==> src/rtl/ce_sched.sv <==
// ce_sched: clock-enable scheduler with speed selection, contention stall and lock-based reset sequencing
module ce_sched (
  input  logic       clock,
  input  logic       reset,
  input  logic       locked,
  input  logic [1:0] turbo,
  input  logic       contend,
  output logic       rst_out,
  output logic       ce7p,
  output logic       ce7n,
  output logic       cep,
  output logic       cen,
  output logic [1:0] speed
);
  typedef enum logic [1:0] {HOLD, RUN, STALL} state_t;
  state_t state, state_nx;
  logic [3:0] cnt, cnt_nx;
  logic [9:0] lock_cnt, lock_nx;
  logic [1:0] lsync, speed_nx;
  logic rst_nx, slot_p, slot_n, cep_nx, cen_nx;
  always_comb begin
    cnt_nx = cnt + 4'd1;
    speed_nx = cnt == 4'd15 ? (turbo[1] ? 2'b10 : turbo) : speed;
    lock_nx = !lsync[1] ? 10'd0 : &lock_cnt ? lock_cnt : lock_cnt + 10'd1;
    rst_nx = ~&lock_nx;
    slot_p = speed_nx == 2'b00 ? cnt_nx == 4'd0 : speed_nx == 2'b01 ? cnt_nx[2:0] == 3'd0 : cnt_nx[1:0] == 2'd0;
    slot_n = speed_nx == 2'b00 ? cnt_nx == 4'd8 : speed_nx == 2'b01 ? cnt_nx[2:0] == 3'd4 : cnt_nx[1:0] == 2'd2;
    state_nx = state;
    cep_nx = 1'b0;
    cen_nx = 1'b0;
    if (rst_nx) state_nx = HOLD;
    else if (state == RUN) begin
      state_nx = slot_p && contend ? STALL : RUN;
      cep_nx = slot_p && !contend;
      cen_nx = slot_n;
    end else if (slot_p && (state == HOLD || !contend)) begin
      state_nx = RUN;
      cep_nx = 1'b1;
    end
  end
  always_ff @(posedge clock)
    if (reset) state <= HOLD;
    else state <= state_nx;
  always_ff @(posedge clock)
    if (reset) begin
      cnt <= 4'd0;
      speed <= 2'b00;
      lock_cnt <= 10'd0;
      lsync <= 2'b00;
      rst_out <= 1'b1;
      ce7p <= 1'b0;
      ce7n <= 1'b0;
      cep <= 1'b0;
      cen <= 1'b0;
    end else begin
      cnt <= cnt_nx;
      speed <= speed_nx;
      lock_cnt <= lock_nx;
      lsync <= {lsync[0], locked};
      rst_out <= rst_nx;
      ce7p <= cnt_nx[2:0] == 3'd0;
      ce7n <= cnt_nx[2:0] == 3'd4;
      cep <= cep_nx;
      cen <= cen_nx;
    end
endmodule
==> config.mk <==
export PLATFORM = sky130hd
export DESIGN_NAME = ce_sched
export DESIGN_NICKNAME = d
export VERILOG_FILES = /design/src/rtl/ce_sched.sv
export SDC_FILE = /design/constraint.sdc
export NUM_CORES = 1
export LEC_CHECK = 0
export BUFFER_PORTS_ARGS = -buffer_cell sky130_fd_sc_hd__buf_2
export CAP_MARGIN = 20
export CORE_MARGIN = 2
export CORE_UTILIZATION = 25
export DETAILED_ROUTE_END_ITERATION = 12
export GPL_TIMING_DRIVEN = 0
export PLACE_DENSITY = 0.4
export SLEW_MARGIN = 10
export SYNTH_ARGS = -nofsm -noshare
export SYNTH_HDL_FRONTEND = slang
export SYNTH_SLANG_ARGS = --single-unit
==> constraint.sdc <==
create_clock -name clock -period 4.5 [get_ports clock]
set_input_delay 0.45 -clock clock [delete_from_list [all_inputs] [get_ports clock]]
set_output_delay 0.45 -clock clock [all_outputs]
set_load 0.02 [all_outputs]
==> summary.md, run 1 <==
| Metric | Value |
|---|---|
| Clk slew on worst S/H paths | 80 ps |
| Pre-CTS setup slack | 2280 ps |
| GRT overflow | 0 |
| Initial antenna violation count | 0 |
| Slew @ Worst Pin | 483 ps |
| Mapped Area | 1260 um2 |
| Height of the die | 74.9 um |
| Status | completed |
| Worst min-delay path class | in2reg |
| Hold Vio Cnt, Final | 0 |
| Core area | 4790 um2 |
| Initial drt markers | 37 |
| Int Pwr | 0.295 mW |
| CP max FO | 7 |
| Die X-Extent | 74.9 um |
| Layout cell share with drive strength beyond 1 | 19.6% |
| Vias | 986 |
| TritonCTS Buffers | 3 |
| PwrDens | 261 nW/um2 |
| Switching pwr | 0.0816 mW |
| Overall Global Routing Usage | 10.2% |
| Clock skew | 1.19 ps |
| Maxcap violations | 0 |
| Comb pwr share | 4.4% |
| Setup TNS | 0 ps |
| TritonCTS clock tree | built |
| GP Congestion | 0.792 |
| Syn_area_per_cell | 9.52 um2 |
| Cts repair resizes | 0 |
| Largest net degree at the start of global routing | 14 |
| Dpl hpwl | 1.90 mm |
| Fin crit period | 2200 ps |
| Clk sink count | 25 |
| Peak supply drop | 0.104 mV |
| Drt drc | 0 |
| Setup crit end kind | register |
| Hold buffer count at cts | 0 |
| Setup violators final | 0 |
| Clock Path Buffers | 2 |
| Post-route ant nets | 0 |
| Postcts setup bufs | 0 |
| # IOs | 13 |
| Post-synth top flop | dfxtp_1 |
| Cells after synthesis | 132 |
| CTS Root Cell | clkbuf_8 |
| Sequential area share after synthesis | 39.8% |
| Clock power frac | 35.2% |
| CP required | 4670 ps |
| CP startpoint kind | register |
| Number of port buffers | 12 |
| Worst-Skew Late Latency | 260 ps |
| Vias in the first global route | 988 |
| Peak Freq | 455 MHz |
| Number of synthesized flops with an enable pin | 0 |
| Syn_nets | 143 |
| Sw frac | 21.6% |
| Cell variety after synth | 43 |
| Final setup margin | 2300 ps |
| Starting Density | 26.2% |
| Period utilization | 48.9% |
| Area growth syn-to-layout | 15.0% |
| YS warnings | 0 |
| CP Data Arrival Time | 2370 ps |
| Drt first pass iters | 4 |
| Unrepaired setup endpoints after global routing | no |
| Final-layout fill cell count | 502 |
| Final Max Tran Viols | 0 |
| Vias per std cell | 4.59 |
| Normalized max-slew margin | 67.8% |
| Static leakage | 0.558 nW |
| Rows | 25 |
| Part of the power in registers | 60.4% |
| Total wire length | 2.51 mm |
| Antenna Cells | 0 |
| Kind of critical path | reg2reg |
| Flops & latches, synth | 25 |
| First-pass GRT wire length | 4.37 mm |
| Wire length per cell | 11.7 um |
| Htree depth | 1 |
| Nets | 160 |
| Area of the die | 5610 um2 |
| Async set-or-reset flop fraction in the synthesized netlist | 0% |
==> metal layers <==
layer  vias to the layer above  share of wire (%)  global-route usage [%]
met5                         -                  0                       0
met4                         0               0.76                    5.56
met3                         2                2.5                    2.41
met2                         9                 51                    17.4
met1                       470                 46                    11.8
li1                        505                  -                       -
==> flip-flops by register name (all words and copies together), names as in the netlist <==
signal	count
ce7n	1
ce7p	1
cen	1
cep	1
cnt	4
lock_cnt	10
lsync	2
rst_out	1
speed	2
state	2
==> cell usage after synthesis, drive strengths merged (2+ instances only) <==
cell	n	area share, %
dfxtp	25	40
nor2	17	5.1
inv	7	2.1
nand2	7	2.1
nor2b	6	3.0
nor3	6	2.8
a21oi	5	2.0
buf	5	3.6
ha	5	5.0
nand3	5	2.0
and4	4	2.8
mux2i	4	3.2
o21ai	4	1.6
a211oi	3	1.8
nand4	3	2.7
a2111oi	2	3.4
clkbuf	2	0.60
nand4b	2	2.6
nor3b	2	1.2
==> power groups by stage <==
stage | registers, mW | logic (mW) | clock network (mW)
4_1_cts | 0.228 | 0.0169 | 0.140
3_3_place_gp | 0.233 | 0.0162 | 0
5_1_grt | 0.229 | 0.0198 | 0.149
3_5_place_dp | 0.233 | 0.0168 | 0
2_1_floorplan | 0.233 | 0.0105 | 0
6_report | 0.228 | 0.0165 | 0.133
==> per-stage QoR <==
step | util [%] | cells | hold WS (ps) | total power, mW | area, um2
floorplan | - | 132 | 414 | 0.243 | 1260
global placement | 29.3 | 211 | 421 | 0.249 | 1400
detailed placement | 29.3 | 211 | 434 | 0.250 | 1400
CTS | 30.2 | 215 | 381 | 0.385 | 1450
global route | 30.2 | 215 | 394 | 0.398 | 1450
finish | 30.2 | 215 | 388 | 0.377 | 1450
==> cell usage in the layout (no fill, tap or decap), types with 2 or more instances in the layout <==
cell type and instances:
o21ai_1 2, nor3_1 5, buf_6 2, buf_2 12, mux2i_1 4, o21ai_0 2
inv_1 7, dfxtp_1 25, nor2_1 17, buf_4 3, nand4_1 2, ha_1 5
clkbuf_8 3, and4_1 4, nand2_1 7, nor3b_1 2, clkbuf_1 3, nand3_1 5
nor2b_1 6, a21oi_1 5, a211oi_1 3
==> cells by family after synthesis <==
kind of cell | after synthesis | share of synthesized area, %
multiplexers | 5 | 4.08
flip-flops | 25 | 39.8
XOR/XNOR | 2 | 1.39
AO/OA/AOI/OAI | 25 | 16.8
adder cells (fa/ha/maj) | 5 | 4.98
AND/OR/NAND/NOR | 56 | 26.6
buffers and inverters | 14 | 6.28
==> final timing paths <==
kind | from | to | slack, ps | cells past startpoint
hold / removal | locked | lsync[0] | 390 | 2
setup reg to reg | lock_cnt[0] | cen | 2300 | 7
setup / recovery | lock_cnt[0] | cen | 2300 | 7
hold reg to reg | lsync[0] | lsync[1] | 450 | 1
==> worst max-delay path, stage by stage, from the launching register on <==
cell,delay (ps)
dfxtp_1,470
ha_1,300
and4_1,230
buf_6,130
nand4_4,170
a2111oi_4,390
nand4b_4,180
a2111oi_2,230
==> area by class of cell <==
type,instances,area (um2),area share [%]
inverter,7,26.3,1.82
timing repair buffer,12,60.1,4.16
buffer,7,52.6,3.64
tap,67,83.8,5.80
sequential,25,500,34.6
clock buffer,4,45.0,3.12
multi-input combinational,93,677,46.8
(Power assumes the default switching activity.)
==> run 2: changes to the inputs <==
Settings changed: ABC_AREA from default to 1, PLACE_DENSITY 0.4 to 0.41.
Clock period 4.5 ns to 2.1 ns, I/O delays scaled along.
==> summary.md, run 2 <==
| Metric | Value |
|---|---|
| Status | completed |
| Area growth syn-to-layout | 15.4% |
| Starting Density | 25.8% (-0.45 points) |
| Drt first pass iters | 4 (unchanged) |
| CP max FO | 6 (-1) |
| TritonCTS clock tree | built |
| Initial antenna violation count | 0 (unchanged) |
| R2R depth | 10 (+3) |
| CP startpoint | cnt[0] |
| Dpl hpwl | 1.94 mm (+2.0%) |
| Commonest non-fill, non-tap cell in the layout | nand2_1 |
| Syn_area_per_cell | 7.13 um2 (-25%) |
| Peak Freq | 548 MHz (+21%) |
| Unrepaired setup endpoints after global routing | no |
| Number of synthesized flops with an enable pin | 0 (unchanged) |
| Initial drt markers | 54 (+46%) |
| Static leakage | 0.555 nW (-0.52%) |
| Sequential area share after synthesis | 41.1% (+1.2 points) |
| Hold Path End | lsync[0] |
| Post-synth top flop | dfxtp_1 |
| Cells after synthesis | 171 (+30%) |
| Synth Area in Adders | 5.13% (+0.15 points) |
| Htree depth | 1 (unchanged) |
| Clk slew on worst S/H paths | 100 ps (+20 ps) |
| FF-to-FF End | state[1] |
| Final-layout fill cell count | 511 (+1.8%) |
| TritonCTS Buffers | 3 (unchanged) |
| Drt drc | 0 (unchanged) |
| Simple-gate share of the synthesized area | 36.8% (+10 points) |
| Overall Global Routing Usage | 10.2% (-0.060 points) |
| Met2 wire length | 1.10 mm (-13%) |
| Cell taking the most area after synthesis | dfxtp_1 |
| Mux share of post-synthesis cell area | 0% (-4.1 points) |
| Clk sink count | 25 (unchanged) |
| Top flop regs | lock_cnt (10), cnt (4) |
| Largest Register | lock_cnt |
| Clock Path Buffers | 2 (unchanged) |
| Top cells by area, synth | dfxtp_1 41%, nand2_1 11%, nor2_1 9.5% |
| Hold buffer count at cts | 0 (unchanged) |
| Height of the die | 73.8 um (-1.4%) |
| Async set-or-reset flop fraction in the synthesized netlist | 0% (unchanged) |
| Period utilization | 86.9% (+38 points) |
| Setup crit end kind | register |
| Setup TNS | 0 ps (unchanged) |
| Uppermost layer routed | met4 |
| Largest net degree at the start of global routing | 16 (+2) |
| Synth Area in Compound Gates | 8.11% (-8.7 points) |
| Vias | 1,069 (+8.4%) |
| YS warnings | 0 (unchanged) |
| Max FFs per register | 10 (unchanged) |
| Flops & latches, synth | 25 (unchanged) |
| CP Data Arrival Time | 2000 ps (-370 ps) |
| Mapped Area | 1220 um2 (-3.0%) |
| Normalized max-slew margin | 64.2% (-3.6 points) |
| Fin crit period | 1820 ps (-375 ps) |
| Setup violators final | 0 (unchanged) |
| Total wire length | 2.55 mm (+1.8%) |
| Cell variety after synth | 26 (-40%) |
| Most frequent cell after synthesis | nand2_1 |
| First-pass GRT wire length | 4.34 mm (-0.62%) |
| Vias in the first global route | 999 (+1.1%) |
| CTS Root Cell | clkbuf_8 |
| Hold Vio Cnt, Final | 0 (unchanged) |
| Power, Total | 0.833 mW (+120%) |
| Slew @ Worst Pin | 536 ps (+53.5 ps) |
| Nets | 198 (+24%) |
| GP Congestion | 0.848 (+7.2%) |
| Antenna Cells | 0 (unchanged) |
| CP required | 2280 ps (-2390 ps) |
| Area of the die | 5450 um2 (-2.8%) |
| Worst min-delay path class | in2reg |
| GRT overflow | 0 (unchanged) |
| Post-route ant nets | 0 (unchanged) |
| Synth top cells by count | 37 x nand2_1, 31 x nor2_1, 25 x dfxtp_1 |
| Syn_nets | 182 (+27%) |
| Synth Area in XOR/XNOR | 0% (-1.4 points) |
| Worst-Skew Late Latency | 280 ps (+20 ps) |
| Wire length per cell | 10.1 um (-13%) |
| # IOs | 13 (unchanged) |
| Number of port buffers | 11 (-1) |
| Hold Crit Depth | 3 (+1) |
| Largest family of logic cells by synthesized area | simple AND/OR/NAND/NOR gates |
| Peak supply drop | 0.200 mV (+93%) |
| Synth top area share | 41.1% (+1.2 points) |
| Die X-Extent | 73.8 um (-1.4%) |
| Vias per std cell | 4.23 (-7.9%) |
| Core area | 4720 um2 (-1.3%) |
| Postcts setup bufs | 0 (unchanged) |
| Most frequent cells in the layout | 37 x nand2_1, 31 x nor2_1, 25 x dfxtp_1 |
| Wire length on met3 | 103 um (+63%) |
| PwrDens | 593 nW/um2 (+130%) |
| Worst hold start | locked |
| Rows | 25 (unchanged) |
| CP startpoint kind | register |
| Kind of critical path | reg2reg |
| Post-Route M1 WL | 1.31 mm (+14%) |
| Maxcap violations | 0 (unchanged) |
| Final Max Tran Viols | 0 (unchanged) |
| Layout cell share with drive strength beyond 1 | 15.6% (-4.0 points) |
| Clock skew | 6.94 ps (+5.76 ps) |
| Cts repair resizes | 0 (unchanged) |
| Worst r2r src | cnt[0] |
| Worst R2R Setup Slack | 280 ps (-2030 ps) |
## run 2: changes by cell type in the layout (fill, tap and decap cells not counted), sizes merged, moves of 5 or more
| cell | previous run | this run |
|---|---|---|
| nor3 | 6 | 1 |
| nand2 | 7 | 39 |
| nor2b | 6 | 0 |
| nor2 | 17 | 35 |
| buf | 17 | 12 |
| inv | 7 | 23 |
| nand3 | 5 | 17 |
## run 2: per-layer routing
| layer | global-route usage, % | vias to the layer above |
|---|---|---|
| met5 | 0 | - |
| met4 | 4.65 | 0 |
| met3 | 1.51 | 4 |
| met2 | 15.9 | 23 |
| met1 | 13.8 | 471 |
| li1 | - | 571 |
## run 2: layout make-up
| type | instances | area, um2 | share of cell area (%) |
|---|---|---|---|
| Buffer | 3 | 18.8 | 1.33 |
| Clock buffer | 3 | 41.3 | 2.94 |
| Clock inverter | 1 | 7.51 | 0.534 |
| Inverter | 24 | 90.1 | 6.41 |
| Multi-Input combinational cell | 119 | 609 | 43.3 |
| Sequential cell | 25 | 500 | 35.6 |
| Tap cell | 67 | 83.8 | 5.96 |
| Timing Repair Buffer | 11 | 55.1 | 3.91 |
## run 2: kinds of logic after synthesis
kind of cell    Yosys count
compound gates           16
simple gates             98
flops                    25
fa+ha+maj                 5
buf+inv                  27
## run 2: how the worst max path moves through the flow
stage / to / cells after the start
after floorplan: cen / 10
after global placement: cep / 10
after detailed placement: cen / 10
after CTS: cen / 10
after global routing: state[1] / 10
final: state[1] / 10
## run 2: critical path, cell delays in order, from the launching register on
cell	delay [ps]
dfxtp_1	420
ha_1	300
nand3_1	170
nand2_1	110
nand2_1	120
nand2_1	120
nand3_1	120
nand2_1	90
nand2_1	80
a21oi_1	140
nor2_1	60
## run 2: power by group
group / leakage [nW] / internal [mW] / switching [mW]
clock: 0.0217 / 0.135 / 0.169
combinational: 0.330 / 0.0148 / 0.0244
sequential: 0.203 / 0.482 / 0.00907
total: 0.555 / 0.631 / 0.202
## run 2: metrics by stage
step           area (um2)  hold WS (ps)  utilization [%]  setup slack, ps  std cells
2_1_floorplan        1220           317                -              539        171
3_3_place_gp         1360           392             28.7              306        249
3_5_place_dp         1360           399             28.7              288        249
4_1_cts              1410           134             29.8              273        253
5_1_grt              1410           136             29.8             69.5        253
6_report             1410           140             29.8              276        253
